[src/rtl/tile_config_loader.sv]
// tile_config_loader: assembles a streamed configuration image in a shadow
// register and commits it atomically to a tile's parallel config bus. The
// tile is held in reset until a committed image is valid.
//
// Optional feature macro: TILE_CONFIG_LOADER_CRC_EN
//   When defined, a CRC-8 word (poly 0x07, init 0, MSB-first) follows the
//   data words and the image is committed only if it matches. This requires
//   WORD_WIDTH >= 8.
//
// state   | meaning
// --------+-------------------------------------------------
// S_IDLE  | waiting for start, no image committed yet
// S_LOAD  | accepting stream words into the shadow register
// S_CHECK | comparing received CRC with accumulated CRC
// S_DONE  | committed image valid, tile released from reset
// S_ERROR | CRC mismatch, previous image kept, tile in reset
module tile_config_loader #(
  parameter int CONFIG_WIDTH = 194,
  parameter int WORD_WIDTH   = 8,
  localparam int NWORDS      = (CONFIG_WIDTH + WORD_WIDTH - 1) / WORD_WIDTH,
  localparam int CNT_W       = $clog2(NWORDS + 2)
) (
  input  logic                    clock,
  input  logic                    nreset,
  input  logic                    start,
  input  logic [WORD_WIDTH-1:0]   word_in,
  input  logic                    word_valid,
  output logic                    word_ready,
  output logic [CONFIG_WIDTH-1:0] config_out,
  output logic                    tile_nreset,
  output logic                    busy,
  output logic                    done,
  output logic                    error
);

  typedef enum logic [2:0] {
    S_IDLE  = 3'd0,
    S_LOAD  = 3'd1,
    S_CHECK = 3'd2,
    S_DONE  = 3'd3,
    S_ERROR = 3'd4
  } state_t;

  state_t                  state;
  logic [CNT_W-1:0]        cnt;
  logic [CONFIG_WIDTH-1:0] shadow;
  logic [CONFIG_WIDTH-1:0] shadow_next;
  logic                    xfer;
  logic                    data_xfer;
  logic                    last_data;

  assign xfer      = word_valid && word_ready;
  assign data_xfer = xfer && (cnt < CNT_W'(NWORDS));
  assign last_data = xfer && (cnt == CNT_W'(NWORDS - 1));

`ifdef TILE_CONFIG_LOADER_CRC_EN
  logic [7:0] crc;
  logic [7:0] crc_rx;

  // One word through the CRC-8 shift register, MSB first.
  function automatic logic [7:0] crc8_step(input logic [7:0] c_in,
                                           input logic [WORD_WIDTH-1:0] w);
    logic [7:0] c;
    logic       fb;
    c = c_in;
    for (int i = WORD_WIDTH - 1; i >= 0; i--) begin
      fb = c[7] ^ w[i];
      c  = {c[6:0], 1'b0} ^ (fb ? 8'h07 : 8'h00);
    end
    return c;
  endfunction
`else
  assign error = 1'b0;
`endif

  // Drop the current word into its slot; bits past CONFIG_WIDTH-1 fall away.
  always_comb begin
    shadow_next = shadow;
    for (int b = 0; b < CONFIG_WIDTH; b++) begin
      if (data_xfer && (cnt == CNT_W'(b / WORD_WIDTH))) begin
        shadow_next[b] = word_in[b % WORD_WIDTH];
      end
    end
  end

  // Sequencer with registered handshake, status and tile reset outputs.
  always_ff @(posedge clock or negedge nreset) begin
    if (!nreset) begin
      state       <= S_IDLE;
      cnt         <= '0;
      shadow      <= '0;
      config_out  <= '0;
      word_ready  <= 1'b0;
      tile_nreset <= 1'b0;
      busy        <= 1'b0;
      done        <= 1'b0;
`ifdef TILE_CONFIG_LOADER_CRC_EN
      error       <= 1'b0;
      crc         <= '0;
      crc_rx      <= '0;
`endif
    end else begin
      shadow <= shadow_next;
      case (state)
        S_IDLE, S_DONE, S_ERROR: begin
          if (start) begin
            state       <= S_LOAD;
            cnt         <= '0;
            word_ready  <= 1'b1;
            busy        <= 1'b1;
            done        <= 1'b0;
            tile_nreset <= 1'b0;
`ifdef TILE_CONFIG_LOADER_CRC_EN
            error       <= 1'b0;
            crc         <= '0;
`endif
          end
        end
        S_LOAD: begin
          if (xfer) begin
            cnt <= cnt + CNT_W'(1);
`ifdef TILE_CONFIG_LOADER_CRC_EN
            // The word after the last data word carries the CRC.
            if (data_xfer) begin
              crc <= crc8_step(crc, word_in);
            end else begin
              crc_rx     <= word_in[7:0];
              word_ready <= 1'b0;
              state      <= S_CHECK;
            end
`else
            if (last_data) begin
              word_ready  <= 1'b0;
              busy        <= 1'b0;
              done        <= 1'b1;
              tile_nreset <= 1'b1;
              config_out  <= shadow_next;
              state       <= S_DONE;
            end
`endif
          end
        end
`ifdef TILE_CONFIG_LOADER_CRC_EN
        S_CHECK: begin
          busy <= 1'b0;
          if (crc_rx == crc) begin
            done        <= 1'b1;
            tile_nreset <= 1'b1;
            config_out  <= shadow;
            state       <= S_DONE;
          end else begin
            error <= 1'b1;
            state <= S_ERROR;
          end
        end
`endif
        default: begin
          state <= S_IDLE;
        end
      endcase
    end
  end

endmodule

[config.mk]
export PLATFORM = sky130hd
export DESIGN_NAME = tile_config_loader
export DESIGN_NICKNAME = d
export VERILOG_FILES = /design/src/rtl/tile_config_loader.sv
export SDC_FILE = /design/constraint.sdc
export NUM_CORES = 1
export LEC_CHECK = 0
export BUFFER_PORTS_ARGS = -buffer_cell sky130_fd_sc_hd__buf_2
export CAP_MARGIN = 5
export CORE_ASPECT_RATIO = 2
export CORE_MARGIN = 2
export CORE_UTILIZATION = 50
export DETAILED_ROUTE_END_ITERATION = 8
export PLACE_DENSITY_LB_ADDON = 0.08
export RECOVER_POWER = 100
export SYNTH_ARGS = -nofsm -noshare
export SYNTH_HDL_FRONTEND = slang
export SYNTH_SLANG_ARGS = --single-unit
[constraint.sdc]
create_clock -name clock -period 2.75 [get_ports clock]
set_clock_uncertainty 0.2 [all_clocks]
set_input_delay 0.1375 -clock clock [delete_from_list [all_inputs] [get_ports clock]]
set_output_delay 0.1375 -clock clock [all_outputs]
set_load 0.03 [all_outputs]
# Word-level counts from Yosys, hierarchy flattened
# Cells that the tools add are included.
[totals] romBits=0 latch_bits=0 inputBits=12 wordCells=283 ramBits=0 mem_count=0 output_inout_bits=199 ff_bits=398
[classes] shift=0 bitwise_logic=0 order_cmp=1 mul=0 addsub=1 n_reduce_logical=36 n_div=0 muxes=209 n_eq_ne=30
[ops] cell="1-bit two-way mux" n=200
[ops] cell="5-bit == test, second input constant" n=9
[ops] cell="5-bit by 4-bit == test with 1-bit output, second input constant" n=8
[ops] cell="1-bit logical AND" n=28
[ops] cell="5-bit by 3-bit == test with 1-bit output, second input constant" n=4
[ops] cell="5-bit by 2-bit == test with 1-bit output, second input constant" n=2
[ops] cell="5-bit two-way mux" n=2
[ops] cell="5-bit one-hot mux with 2 select lines" n=1
[ops] cell="3-bit two-way mux" n=3
[ops] cell="3-bit AND reduction" n=3
[ops] cell="2-bit != test, second input constant" n=3
[ops] cell="3-bit one-hot mux with 2 select lines" n=1
[ops] cell="5-bit by 1-bit adder with 5-bit output, second input constant" n=1
[ops] cell="5-bit by 1-bit == test with 1-bit output, second input constant" n=1
[ops] cell="5-bit logical NOT" n=1
[ops] cell="5-bit < comparator, second input constant" n=1
[ops] cell="1-bit one-hot mux with 2 select lines" n=2
[ops] cell="4-bit AND reduction" n=1
[ops] cell="3-bit by 1-bit == test with 1-bit output, second input constant" n=1
[ops] cell="3-bit by 2-bit == test with 1-bit output, second input constant" n=1
[ops] cell="3-bit == test, second input constant" n=1
[ops] cell="3-bit logical NOT" n=1
[ops] cell="3-bit OR reduction" n=1
[ops] cell="2-bit nonzero test" n=1

# Logic depth before layout (Yosys ltp)
# Gate-level depths: netlist (run 1).
[depth] word_depth=5 ltp_mapped=10 mapped_depth_nobuf=6

# Worst setup path before layout (run 1)
# Ideal clock, no wire load.
[synth_path] kind="register -> register" from="register cnt[0]" to="register config_out[120]" path_buffers=1 required_ns=2.425 slack_ns=0.513 setup_ns=0.125 path_stages_with_launch=8 t_arrival_ns=1.913 period_less_slack_ns=2.237 cell_sequence="dfrtp_1 -> ha_1 -> and3_1 -> ha_1 -> and4_1 -> buf_2 -> mux2_2 -> mux2_2"
[synth_via] elab_chain_cells=4 word_cells_on_any_way=8 classes_between="order compare: 1; eq/ne: 2; mux: 1; reduce/logical: 4"
[synth_lines] item="from (decl)" line_no="45" text="logic [CNT_W-1:0] cnt;"
[synth_lines] item="from (signal assigned)" line_no="121" text="cnt <= cnt + CNT_W'(1);"
[synth_lines] item="5-bit < comparator" line_no="53" text="assign data_xfer = xfer && (cnt < CNT_W'(NWORDS));"
[synth_lines] item="1-bit logical AND" line_no="53"
[synth_lines] item="1-bit logical AND *" line_no="80" text="if (data_xfer && (cnt == CNT_W'(b / WORD_WIDTH))) begin"
[synth_lines] item="1-bit two-way mux *" line_no="80"
[synth_lines] item="named net shadow_next[120]" line_no="47" text="logic [CONFIG_WIDTH-1:0] shadow_next;"
[synth_lines] item="to (signal assigned)" line_no="137" text="config_out <= shadow_next;"
[synth_lines] item="to (decl)" line_no="29" text="output logic [CONFIG_WIDTH-1:0] config_out,"
# The timed path passes the listed nets; every way through them passes the cells marked *.
# A chain may end at the register's enable or synchronous reset.

# Worst setup path in the final report (run 1)
[layout_path] from="register cnt[1]" to="register config_out[110]"
# Same word-level chain as after synthesis.

==> flow_summary.yaml, run 1 <==
outcome:
  status: "completed"
cts:
  htreeDepth: 2
  numCtsBuffers: 35
  cts.path.max_buffers: 3
  cts_tree: "done"
  clk_pin_slew_ps: 70
  cts_root_buf: "clkbuf_16"
  clock_latency_ps: 520
  cts.sinks: 397
place:
  io_buffer_count: 209
  gp_congestion: 0.813
  dp.cells: 1764
  dpl.hpwl_um: 22800
synth:
  ys.flop_type: "dfrtp_1"
  synth-seq-area-share_pct: 64.7
  netlist_instances: 1241
  synth_cell_types: 39
  synth.most_common_cell: "dfrtp_1"
  syn-num-nets: 1260
  synth_edf_count: 0
  netlist.area_leader.share_pct: 64.7
  syn_area_per_cell_um2: 12.4
  ys_warn_count: 0
  synth_area_leaders: "dfrtp_1, mux2_2, nand2_1, o21ai_0, nand3_1"
  synthArstFlopShare_pct: 100
  ys_seq_elements: 397
  synth_common_cells: "dfrtp_1, nand2_1, mux2_2, o21ai_0, nand3_1"
  syn_area_um2: 15400
  yosys.area.top_type: "dfrtp_1"
route:
  num_vias: 9624
  drt-vias-per-instance: 5.24
  dr.first_iter.drc_count: 367
  firstDrtPassIters: 5
  antenna_left: 0
  drcViolationCount: 0
  avgRoutedWirePerCell_um: 19.1
  routed_wl_um: 35200
worst_hold_path:
  hold_path_depth: 4
  hp-start: "word_valid"
  hp-class: "input pin to register"
  min_to: "shadow[60]$_DFF_PN0_"
flow_run:
  drv_cap: 0
timing:
  tns_ps: 0
  final-setup-viol-count: 0
  hold_viol: 0
  slew_violations: 0
  max_slew.worst_pin.slew_ps: 1050
  max_freq_ghz: 0.393
  rsz0062_at_grt: "false"
  maxSlewHeadroom_pct: 30.1
  fin_crit_ps: 2550
  fin_crit_sh_pct: 92.6
global_routing:
  grt_pass1_vias: 9762
  grt_pass1_wl_um: 55800
  grt_overflow_total: 0
  grt_max_degree: 78
  gr-usage-all-layers_pct: 22.4
  antenna_found_initial: 1
floorplanning:
  dieWidth_um: 128
  dieArea_um2: 32200
  start_util_pct: 50.9
  io_pins: 211
  die_y_um: 252
  coreArea_um2: 30200
  rows: 90
critical_path:
  cp_max_fo: 8
  r2r-end: "config_out[110]$_DFFE_PN0P_"
  cp-end-kind: "register"
  worstRegToRegCells: 6
  cp.arrival_ps: 2750
  timing.rr.start: "cnt[1]$_DFFE_PN0P_"
  startpoint_type: "register"
  reg2reg_slack_ps: 200
  required_ps: 2950
  crit_type: "register to register"
finish:
  drive_gt1_share_pct: 20.2
  area_growth_pct: 15.1
  final_cells: 1836
  fillers: 2672
  diodes: 0
  fin_nets: 1464
power:
  peakVddDrop_v: 0.000741
  p_leak_nw: 8.77
  powerDensity_nw_per_um2: 1110
  finalPower_w: 0.0196
[area by class of cell]
| type | instances | area [um2] | area share [%] |
|---|---|---|---|
| Clock inverter | 9 | 130 | 0.736 |
| Inverter | 6 | 22.5 | 0.127 |
| Tap cell | 368 | 460 | 2.61 |
| Timing Repair Buffer | 245 | 1100 | 6.23 |
| Multi-Input combinational cell | 760 | 4960 | 28.1 |
| Sequential cell | 397 | 9930 | 56.2 |
| Clock buffer | 51 | 1060 | 5.99 |
[power breakdown]
part / total, W / switching (W) / internal [W]
clock: 0.00505 / 0.00209 / 0.00296
combinational: 0.00552 / 0.00367 / 0.00185
sequential: 0.00905 / 0.00109 / 0.00795
[cell families (layout without fill, tap and decap cells)]
logic type               count (synthesis)  in the layout  synth area share (%)
flip-flops                             397            397                  64.7
adder cells (fa/ha/maj)                  7              7                 0.570
other                                    1              1                0.0244
multiplexers                           230            230                  16.8
AND/OR/NAND/NOR                        440            440                  12.2
buffers and inverters                   84            311                  2.79
AO/OA/AOI/OAI                           82             82                  2.85
[critical path, stage by stage, from the launching register on]
cell and delay, ps:
dfrtp_1 450, inv_1 120, ha_1 220, nand2b_1 150
nor2_1 610, mux2_2 420, mux2_2 260
[registers in the layout (all words and copies together) (netlist names)]
signal / count
done: 1
cnt: 5
shadow: 194
state: 2
config_out: 194
busy: 1
[cells in the final DEF, fill, tap and decap left out, types with 3 or more instances in the layout]
cell / count
mux2i_1: 4
and2_0: 4
clkinv_2: 3
nand2_1: 347
dlygate4sd3_1: 12
clkbuf_16: 37
nand3_1: 55
clkbuf_1: 210
ha_1: 7
nor2_1: 9
mux2_2: 201
o21ai_0: 74
buf_4: 7
clkbuf_4: 5
clkbuf_8: 8
bufinv_16: 3
clkbuf_2: 3
buf_2: 11
nand2b_1: 6
mux2_1: 25
inv_1: 5
nor2_2: 5
dfrtp_1: 397
[metrics by stage]
stage / utilization (%) / hold slack [ps] / setup WS [ps] / area, um2
floorplan: - / -358 / 513 / 15400
global placement: 55.4 / -69.7 / 295 / 16700
detailed placement: 55.4 / -65.7 / 288 / 16700
CTS: 59.8 / 67.0 / 274 / 18000
global route: 58.6 / 152 / 79.8 / 17700
finish: 58.6 / 81.5 / 203 / 17700
[timing repair]
action	in CTS	in global routing
buffers inserted	0	0
hold buffers	12	0
hold endpoints to repair	414	0
resized for setup	0	0
[worst max path at each step]
stage	from	end	slack, ps
after detailed placement	cnt[2]$_DFFE_PN0P_	config_out[123]$_DFFE_PN0P_	290
final	cnt[1]$_DFFE_PN0P_	config_out[110]$_DFFE_PN0P_	200
after CTS	cnt[2]$_DFFE_PN0P_	config_out[123]$_DFFE_PN0P_	270
after global placement	cnt[0]$_DFFE_PN0P_	config_out[124]$_DFFE_PN0P_	300
after global routing	nreset	shadow[96]$_DFF_PN0_	80
after floorplan	cnt[0]$_DFFE_PN0P_	config_out[120]$_DFFE_PN0P_	510
[per-layer routing]
layer	up-vias	part of all wire, %	track usage [%]	wire length [um]
li1	4514	-	-	-
met1	4843	40	27.8	14000
met4	2	2.9	7.22	1040
met2	204	53	39.9	18700
met3	61	4.1	3.65	1440
met5	-	0.031	0	11
No activity file was read; power rests on OpenSTA's default activity.
==> run 2, diff against run 1 <==
--- a/config.mk
+++ b/config.mk
@@ -11,8 +11,9 @@
 export CORE_MARGIN = 2
 export CORE_UTILIZATION = 50
 export DETAILED_ROUTE_END_ITERATION = 8
-export PLACE_DENSITY_LB_ADDON = 0.08
+export PLACE_DENSITY = 0.71
 export RECOVER_POWER = 100
+export SKIP_LAST_GASP = 1
 export SYNTH_ARGS = -nofsm -noshare
 export SYNTH_HDL_FRONTEND = slang
 export SYNTH_SLANG_ARGS = --single-unit
==> flow_summary.yaml, run 2 (synthesized netlist as in run 1, its figures left out) <==
critical_path:
  cp-end-kind: "register"
  required_ps: 2940
  max_stage_delay_ps: 480
  reg2reg_slack_ps: 190
  r2r-end: "config_out[85]$_DFFE_PN0P_"
  timing.rr.start: "state[1]$_DFFE_PN0P_"
  worstRegToRegCells: 6
  crit_type: "register to register"
  cp.arrival_ps: 2750
  startpoint_type: "register"
  cp_max_fo: 55
  crit_top_cell: "inv_1"
  critPathSlowestCell: "buf_6"
  path_cells: "inv_1 -> ha_1 -> inv_1 -> nor3_2 -> buf_6 -> mux2_2"
finish:
  diodes: 0
  utilization_pct: 58.6
  fin_nets: 1469
  largest_registers: "config_out x194, shadow x194, cnt x5"
  layout_commonest_cell: "dfrtp_1"
  drive_gt1_share_pct: 20.6
  final_cells: 1841
  mostFrequentLayoutCells: "dfrtp_1, nand2_1, clkbuf_1, mux2_2, o21ai_0"
  area_growth_pct: 15.1
global_routing:
  grt_max_degree: 89
  grt_overflow_total: 0
  grt_pass1_vias: 10200
  grt_pass1_wl_um: 56200
  antenna_found_initial: 0
  gr-usage-all-layers_pct: 22.5
power:
  peakVddDrop_v: 0.000677
  p_leak_nw: 8.78
  finalPower_w: 0.0196
  powerDensity_nw_per_um2: 1110
timing:
  final-setup-viol-count: 0
  fin_crit_ps: 2560
  tns_ps: 0
  max_freq_ghz: 0.391
  fin_crit_sh_pct: 93.0
  rsz0062_at_grt: "false"
  slew_violations: 0
  maxSlewHeadroom_pct: 12.8
  max_slew.worst_pin.slew_ps: 1310
  hold_viol: 0
cts:
  cts_root_buf: "clkbuf_16"
  htreeDepth: 2
  cts-hold-fix-buffers: 10
  ctsResizeCount: 0
  cts_tree: "done"
  clock_latency_ps: 520
  cts.path.max_buffers: 3
  numCtsBuffers: 35
  clk_pin_slew_ps: 60
  post_cts_buffers: 0
  cts.sinks: 397
route:
  antenna_left: 0
  avgRoutedWirePerCell_um: 19.3
  num_vias: 9866
  routed_wl_um: 35600
  dr.first_iter.drc_count: 534
  drcViolationCount: 0
  firstDrtPassIters: 5
  drt-vias-per-instance: 5.36
floorplanning:
  dieWidth_um: 128
  coreArea_um2: 30200
  rows: 90
  io_pins: 211
  die_y_um: 252
  dieArea_um2: 32200
  start_util_pct: 50.9
place:
  dp.cells: 1771
  dpl.hpwl_um: 23200
  io_buffer_count: 209
  gp_congestion: 0.781
outcome:
  status: "completed"
worst_hold_path:
  min_to: "done$_DFFE_PN0P_"
  hp-class: "input pin to register"
  hold_path_depth: 5
  hp-start: "word_valid"
flow_run:
  drv_cap: 0
==> run 2: area by class of cell <==
type,count,area (um2)
fillers,2609,12500
clock inverters,8,96.3
well taps,368,460
multi-input cells,760,4960
repair buffers,250,1150
inverters,6,22.5
clock buffers,52,1060
flip-flops and latches,397,9930
==> run 2: worst max-delay path by stage <==
stage	from	to	slack, ps	depth (start not counted)
3_3_place_gp	state[1]$_DFFE_PN0P_	config_out[57]$_DFFE_PN0P_	340	7
5_1_grt	state[1]$_DFFE_PN0P_	config_out[76]$_DFFE_PN0P_	80	6
6_report	state[1]$_DFFE_PN0P_	config_out[85]$_DFFE_PN0P_	190	6
4_1_cts	busy$_DFFE_PN0P_	shadow[140]$_DFF_PN0_	260	4
3_5_place_dp	busy$_DFFE_PN0P_	shadow[142]$_DFF_PN0_	280	4
2_1_floorplan	cnt[0]$_DFFE_PN0P_	config_out[120]$_DFFE_PN0P_	510	7
==> run 2: where the power goes <==
part           internal, W  switching, W  total [W]
combinational      0.00188       0.00371    0.00558
clock              0.00286       0.00207    0.00494
sequential         0.00796       0.00112    0.00908
==> run 2: critical path, delay by kind of cell (launching register included) <==
kind,cells,cell delay (ps)
adder cells (fa/ha/maj),1,310
buffers and inverters,3,730
flip-flops,1,400
multiplexers,1,410
AND/OR/NAND/NOR,1,340
==> run 2: metrics by stage <==
stage | instance area (um2) | setup slack, ps | hold slack, ps
after global placement | 16800 | 336 | 15.3
after CTS | 18100 | 258 | 51.9
after floorplan | 15400 | 513 | -358
after global routing | 17700 | 77.0 | 147
final | 17700 | 192 | 124
after detailed placement | 16800 | 281 | 20.9
==> run 2: metal layers <==
| metal | part of all wire [%] | vias to the layer above | global-route usage [%] |
|---|---|---|---|
| li1 | - | 4556 | - |
| met1 | 39 | 5007 | 27.3 |
| met2 | 53 | 239 | 40.4 |
| met3 | 3.8 | 64 | 3.10 |
| met4 | 3.5 | 0 | 8.51 |
| met5 | 0 | - | 0 |
